### src/rtl/control_unit_if.sv
// Handshake/bus bundle between the instruction source and the control_unit
// timestep sequencer. The master drives EXEC/INSTR; the slave drives the strobes.
interface control_unit_if #(
  parameter int IW   = 10,
  parameter int RSEL = 2
);
  localparam int NREG = 2 ** RSEL;

  logic            EXEC;
  logic [IW-1:0]   INSTR;
  logic            IRin;
  logic            EXTRN;
  logic [NREG-1:0] Rout;
  logic [NREG-1:0] Rin;
  logic            Ain;
  logic            Gin;
  logic            Gout;
  logic            ADDSUB;
  logic [1:0]      TIME;
  logic            DONE;
  logic            BUSY;

  modport master (
    output EXEC, INSTR,
    input  IRin, EXTRN, Rout, Rin, Ain, Gin, Gout, ADDSUB, TIME, DONE, BUSY
  );

  modport slave (
    input  EXEC, INSTR,
    output IRin, EXTRN, Rout, Rin, Ain, Gin, Gout, ADDSUB, TIME, DONE, BUSY
  );
endinterface

### src/rtl/control_unit.sv
// Timestep sequencer (T0..T3) for the shared-bus register datapath.
// Optional macro DONE_HOLD_EN: DONE becomes a register held through idle.
//
// state | meaning
// T0    | idle; capture instruction on EXEC rising edge
// T1    | LOAD/MOV complete here; ADD/SUB move Rx into A
// T2    | Ry onto bus, ALU result into G
// T3    | G written back into Rx
module control_unit #(
  parameter int IW   = 10,
  parameter int RSEL = 2
) (
  input logic           CLK,
  input logic           CLRb,
  control_unit_if.slave bus
);
  localparam int NREG = 2 ** RSEL;
  localparam int FW   = 2 + 2 * RSEL;

  typedef enum logic [1:0] {T0 = 2'd0, T1 = 2'd1, T2 = 2'd2, T3 = 2'd3} state_t;

  state_t          state, state_nxt;
  logic [FW-1:0]   ir;
  logic            exec_q;
  logic            start;
  logic            done_step;
  logic [1:0]      opcode;
  logic [RSEL-1:0] rx, ry;
  logic [NREG-1:0] rx_hot, ry_hot;
  logic            unused_instr;

  // Only opcode/Rx/Ry are ever decoded; the low instruction bits are don't-care.
  assign unused_instr = ^bus.INSTR[IW-FW-1:0];

  assign start  = bus.EXEC & ~exec_q;
  assign opcode = ir[FW-1 -: 2];
  assign rx     = ir[2*RSEL-1 -: RSEL];
  assign ry     = ir[RSEL-1:0];
  assign rx_hot = NREG'(1) << rx;
  assign ry_hot = NREG'(1) << ry;

  always_ff @(posedge CLK) begin
    if (!CLRb) begin
      state  <= T0;
      ir     <= '0;
      exec_q <= 1'b0;
    end else begin
      state  <= state_nxt;
      exec_q <= bus.EXEC;
      if (state == T0 && start) ir <= bus.INSTR[IW-1 -: FW];
    end
  end

  always_comb begin
    state_nxt  = state;
    done_step  = 1'b0;
    bus.IRin   = 1'b0;
    bus.EXTRN  = 1'b0;
    bus.Rout   = '0;
    bus.Rin    = '0;
    bus.Ain    = 1'b0;
    bus.Gin    = 1'b0;
    bus.Gout   = 1'b0;
    bus.ADDSUB = 1'b0;
    case (state)
      T0: begin
        bus.IRin = start;
        if (start) state_nxt = T1;
      end
      T1: begin
        case (opcode)
          2'b00: begin
            bus.EXTRN = 1'b1;
            bus.Rin   = rx_hot;
            done_step = 1'b1;
            state_nxt = T0;
          end
          2'b01: begin
            bus.Rout  = ry_hot;
            bus.Rin   = rx_hot;
            done_step = 1'b1;
            state_nxt = T0;
          end
          default: begin
            bus.Rout  = rx_hot;
            bus.Ain   = 1'b1;
            state_nxt = T2;
          end
        endcase
      end
      T2: begin
        bus.Rout   = ry_hot;
        bus.Gin    = 1'b1;
        bus.ADDSUB = opcode[0];
        state_nxt  = T3;
      end
      T3: begin
        bus.Gout  = 1'b1;
        bus.Rin   = rx_hot;
        done_step = 1'b1;
        state_nxt = T0;
      end
      default: state_nxt = T0;
    endcase
  end

  assign bus.TIME = state;
  assign bus.BUSY = (state != T0);

`ifdef DONE_HOLD_EN
  logic done_q;

  // Set by the final step, held through idle, cleared when the next start is taken.
  always_ff @(posedge CLK) begin
    if (!CLRb)                    done_q <= 1'b0;
    else if (state == T0 && start) done_q <= 1'b0;
    else if (done_step)           done_q <= 1'b1;
  end

  assign bus.DONE = done_q;
`else
  assign bus.DONE = done_step;
`endif
endmodule

### src/flat_wrapper.sv
// flat-port wrapper written by rule: the top's interface ports become plain ports
module control_unit_flat 
#(
  parameter int IW   = 10,
  parameter int RSEL = 2
)
  (CLK, CLRb, bus_EXEC, bus_INSTR, bus_IRin, bus_EXTRN, bus_Rout, bus_Rin, bus_Ain, bus_Gin, bus_Gout, bus_ADDSUB, bus_TIME, bus_DONE, bus_BUSY);
  control_unit_if #(.IW(IW), .RSEL(RSEL)) bus_i ();
  input logic CLK;
  input logic CLRb;
  input wire logic [$bits(bus_i.EXEC)-1:0] bus_EXEC;
  input wire logic [$bits(bus_i.INSTR)-1:0] bus_INSTR;
  output wire logic [$bits(bus_i.IRin)-1:0] bus_IRin;
  output wire logic [$bits(bus_i.EXTRN)-1:0] bus_EXTRN;
  output wire logic [$bits(bus_i.Rout)-1:0] bus_Rout;
  output wire logic [$bits(bus_i.Rin)-1:0] bus_Rin;
  output wire logic [$bits(bus_i.Ain)-1:0] bus_Ain;
  output wire logic [$bits(bus_i.Gin)-1:0] bus_Gin;
  output wire logic [$bits(bus_i.Gout)-1:0] bus_Gout;
  output wire logic [$bits(bus_i.ADDSUB)-1:0] bus_ADDSUB;
  output wire logic [$bits(bus_i.TIME)-1:0] bus_TIME;
  output wire logic [$bits(bus_i.DONE)-1:0] bus_DONE;
  output wire logic [$bits(bus_i.BUSY)-1:0] bus_BUSY;
  assign bus_i.EXEC = bus_EXEC;
  assign bus_i.INSTR = bus_INSTR;
  assign bus_IRin = bus_i.IRin;
  assign bus_EXTRN = bus_i.EXTRN;
  assign bus_Rout = bus_i.Rout;
  assign bus_Rin = bus_i.Rin;
  assign bus_Ain = bus_i.Ain;
  assign bus_Gin = bus_i.Gin;
  assign bus_Gout = bus_i.Gout;
  assign bus_ADDSUB = bus_i.ADDSUB;
  assign bus_TIME = bus_i.TIME;
  assign bus_DONE = bus_i.DONE;
  assign bus_BUSY = bus_i.BUSY;
  control_unit #(.IW(IW), .RSEL(RSEL)) u_core (.CLK(CLK), .CLRb(CLRb), .bus(bus_i));
endmodule
### config.mk
export PLATFORM = sky130hd
export DESIGN_NAME = control_unit_flat
export DESIGN_NICKNAME = d
export VERILOG_FILES = /design/src/rtl/control_unit_if.sv /design/src/rtl/control_unit.sv /design/src/flat_wrapper.sv
export SDC_FILE = /design/constraint.sdc
export NUM_CORES = 1
export LEC_CHECK = 0
export ABC_CLOCK_PERIOD_IN_PS = 3150
export CAP_MARGIN = 30
export CORE_MARGIN = 3
export CORE_UTILIZATION = 41
export CTS_CLUSTER_SIZE = 40
export DETAILED_ROUTE_END_ITERATION = 7
export PLACE_DENSITY = 0.81
export SYNTH_ARGS = -nofsm -noshare
export SYNTH_HDL_FRONTEND = slang
export SYNTH_SLANG_ARGS = --single-unit
export TNS_END_PERCENT = 30
### constraint.sdc
create_clock -name CLK -period 3.15 [get_ports CLK]
set_clock_uncertainty 0.05 [all_clocks]
set_input_delay 0.63 -clock CLK [delete_from_list [all_inputs] [get_ports CLK]]
set_output_delay 0.63 -clock CLK [all_outputs]
set_load 0.005 [all_outputs]
==> flow_summary_export.csv <==
group,metric,value,unit
timing,setup_viol,0,
timing,grt_setup_unrepaired,"no",
global_route,grt_max_degree,11,
floorplan,top_level_ports,31,
timing,drv_slew,0,
cts,cts_num_sinks,9,
cts,cts.reportedPaths.clkPinSlew,0.06,ns
worst_setup_path,rr_endpoint,"u_core.ir[5]",
pwr,leakagePower,0.371,nW
logic_synthesis,avgSynthCellArea,8.61,um2
detailed_routing,avgRoutedWirePerCell,12.7,um
detailed_routing,highest_layer,"met4",
placement,io_buffers,26,
floorplan,rows,13,
detailed_routing,drt_first_pass_iters,4,
logic_synthesis,syn_area,594,um2
global_route,grt_pass1_wl,2590,um
placement,gp_congestion,0.793,
worst_setup_path,path_max_fanout,6,
worst_hold_path,hold_class,"flop to flop",
timing,slew_headroom,0.756,
cts,cts_resized,0,
detailed_routing,ant_nets,0,
cts,cts_buffer_depth,2,
logic_synthesis,synth.net_count,87,
detailed_routing,met2RoutedLength,691,um
cells_and_area,post-route-util,0.665,
worst_hold_path,hold-path-cell-count,2,
global_route,grt_pass1_vias,569,
cts,cts_tree,"built",
logic_synthesis,ys_top_cells_by_area,"dfxtp_1 30%, mux2i_1 12%, ha_1 11%",
cts,clock_latency,0.26,ns
cells_and_area,n_antenna_cell,0,
worst_setup_path,cp_cell_sequence,"inv_1 -> ha_1 -> nand2_1 -> o31ai_1 -> clkdlybuf4s50_1",
logic_synthesis,yosysTopAreaCell,"dfxtp_1",
floorplan,initial_core_util,0.446,
logic_synthesis,synth_top_cell_area_share,0.303,
floorplan,die_w,44.1,um
global_route,grt_usage,0.182,
detailed_routing,wirelength_met1,574,um
pwr,vdd_ir_drop_max,284,uV
floorplan,dieArea,1940,um2
cts,cts_root_buf,"clkbuf_4",
worst_setup_path,critPathRequiredTime,2.47,ns
cts,postCtsSetupBuffers,0,
floorplan,die_h,44.1,um
cts,cts_buffers,3,
timing,timing.final.ws_setup,0.421,ns
worst_setup_path,arrival,2.05,ns
floorplan,coreArea,1330,um2
worst_setup_path,reg2reg_from,"u_core.bus.TIME[0]",
logic_synthesis,synth_edf_count,0,
cts,cts_max_level,1,
logic_synthesis,synthFlopType,"dfxtp_1",
worst_setup_path,cp-start-kind,"flop",
logic_synthesis,syn_inst,69,
detailed_routing,routed_wl,1410,um
logic_synthesis,ys_ff_latch,9,
timing,tns,0,ns
detailed_routing,via_count,563,
logic_synthesis,yosysSeqAreaShare,0.303,
detailed_routing,dr_wl_met3,101,um
job,drv_cap,0,
worst_setup_path,critPathCapture,"bus_Rout[1]",
logic_synthesis,synthArstFlopShare,0,
worst_setup_path,worstSetupPathType,"flop to primary output",
logic_synthesis,yosysWarnings,0,
placement,dpl.hpwl,1130,um
logic_synthesis,synth_cell_types,27,
cells_and_area,layout-area-overhead-vs-synth,49.3,%
worst_setup_path,rr_worst_depth,6,
timing,worstMarginPinSlew,0.365,ns
worst_setup_path,critPathCaptureType,"primary output",
detailed_routing,drc,0,
cts,hold_buffers,0,
worst_setup_path,slowest_stage,"clkdlybuf4s50_1",
placement,detailedPlace.worstSlack,0.632,ns
timing,finalHoldViolCount,0,
worst_setup_path,rrSetupSlack,1.63,ns
worst_setup_path,crit_start,"u_core.bus.TIME[0]",
timing,max_freq,366,MHz
worst_setup_path,cpPeakStageDelay,0.55,ns
cells_and_area,final_nets,115,
timing,finalCritPeriodShare,0.866,
global_route,antenna_found_initial,0,
cells_and_area,drive_above_1_share,0.0729,
status,status,"finished, final reports clean",
detailed_routing,drt_iter0_drc,10,
pwr,cellPowerDensity,350,nW/um2
global_route,grt-ovfl-total,0,
detailed_routing,vias_per_cell,5.07,
timing,min_period,2.73,ns
layer usage:
layer,track usage,vias up
met1,0.211,252
met2,0.299,21
li1,-,286
met3,0.0447,4
met4,0.108,0
met5,0,-
layout make-up:
| cell class | count | area, um2 |
|---|---|---|
| timing repair buffer | 27 | 268 |
| sequential | 9 | 180 |
| fill | 116 | 447 |
| multi-input combinational | 51 | 375 |
| tap | 15 | 18.8 |
| clock buffer | 4 | 26.3 |
| inverter | 5 | 18.8 |
cell families after synthesis:
kind of cell             after synthesis  share of synthesized area
flip-flops                             9                      0.303
AND/OR/NAND/NOR                       31                      0.324
adder cells (fa/ha/maj)                5                      0.105
buffers and inverters                  9                     0.0653
multiplexers                           7                      0.118
AO/OA/AOI/OAI                          8                     0.0842
synthesized netlist by cell type, drive strengths merged (2+ instances only):
cell type  number
and2            4
ha              5
buf             2
nand2b          2
nand4b          2
inv             5
mux2i           7
o21ai           2
o31ai           2
nand2           4
a21oi           2
nor2b           8
nor3b           2
nor2            3
nand3           2
dfxtp           9
clkbuf          2
worst max-delay path: cells and delay by family (launching register included):
family                     cells  cell delay, ns
adders and majority gates      1            0.40
DFF                            1            0.40
and+or+nand+nor                1            0.09
buffers and inverters          2            0.68
AOI/OAI and AO/OA              1            0.22
cells in the final DEF, fill, tap and decap left out:
cell type / n
nor2_1: 3
and2_2: 1
buf_4: 1
nand4b_1: 2
a31oi_1: 1
a211o_1: 1
nand2b_1: 1
nor2b_1: 7
a21oi_1: 2
clkbuf_4: 3
inv_1: 5
nand4_1: 1
and2_1: 3
dfxtp_1: 9
nand3_1: 2
ha_1: 5
nand3b_1: 1
and3_1: 1
o21ai_0: 2
o31ai_1: 2
nand2_1: 4
clkbuf_1: 1
clkdlybuf4s50_1: 26
nor2b_2: 1
mux2i_1: 7
nor3b_1: 2
nor3_1: 1
nand2b_4: 1
per-stage QoR:
stage / instance area, um2 / power (mW) / hold WS (ns) / instances
global placement: 861 / 0.220 / 0.450 / 107
CTS: 887 / 0.315 / 0.466 / 111
detailed placement: 861 / 0.224 / 0.456 / 107
finish: 887 / 0.311 / 0.465 / 111
global route: 887 / 0.334 / 0.532 / 111
floorplan: 594 / 0.180 / 0.445 / 69
worst min path at each step:
stage | from | end | slack, ns
after floorplan | flop | flop | 0.44
after detailed placement | flop | flop | 0.46
after global routing | u_core.ir[0] | u_core.ir[0] | 0.53
after CTS | flop | flop | 0.47
after global placement | flop | flop | 0.45
final | flop | flop | 0.47
power breakdown:
group	internal, mW	switching, mW	total, mW	leakage, nW
combinational	0.0529	0.0367	0.0897	0.282
sequential	0.122	0.00977	0.131	0.0739
clock	0.0488	0.0408	0.0896	0.0150
total	0.224	0.0872	0.311	0.371
(Power assumes the default switching activity.)
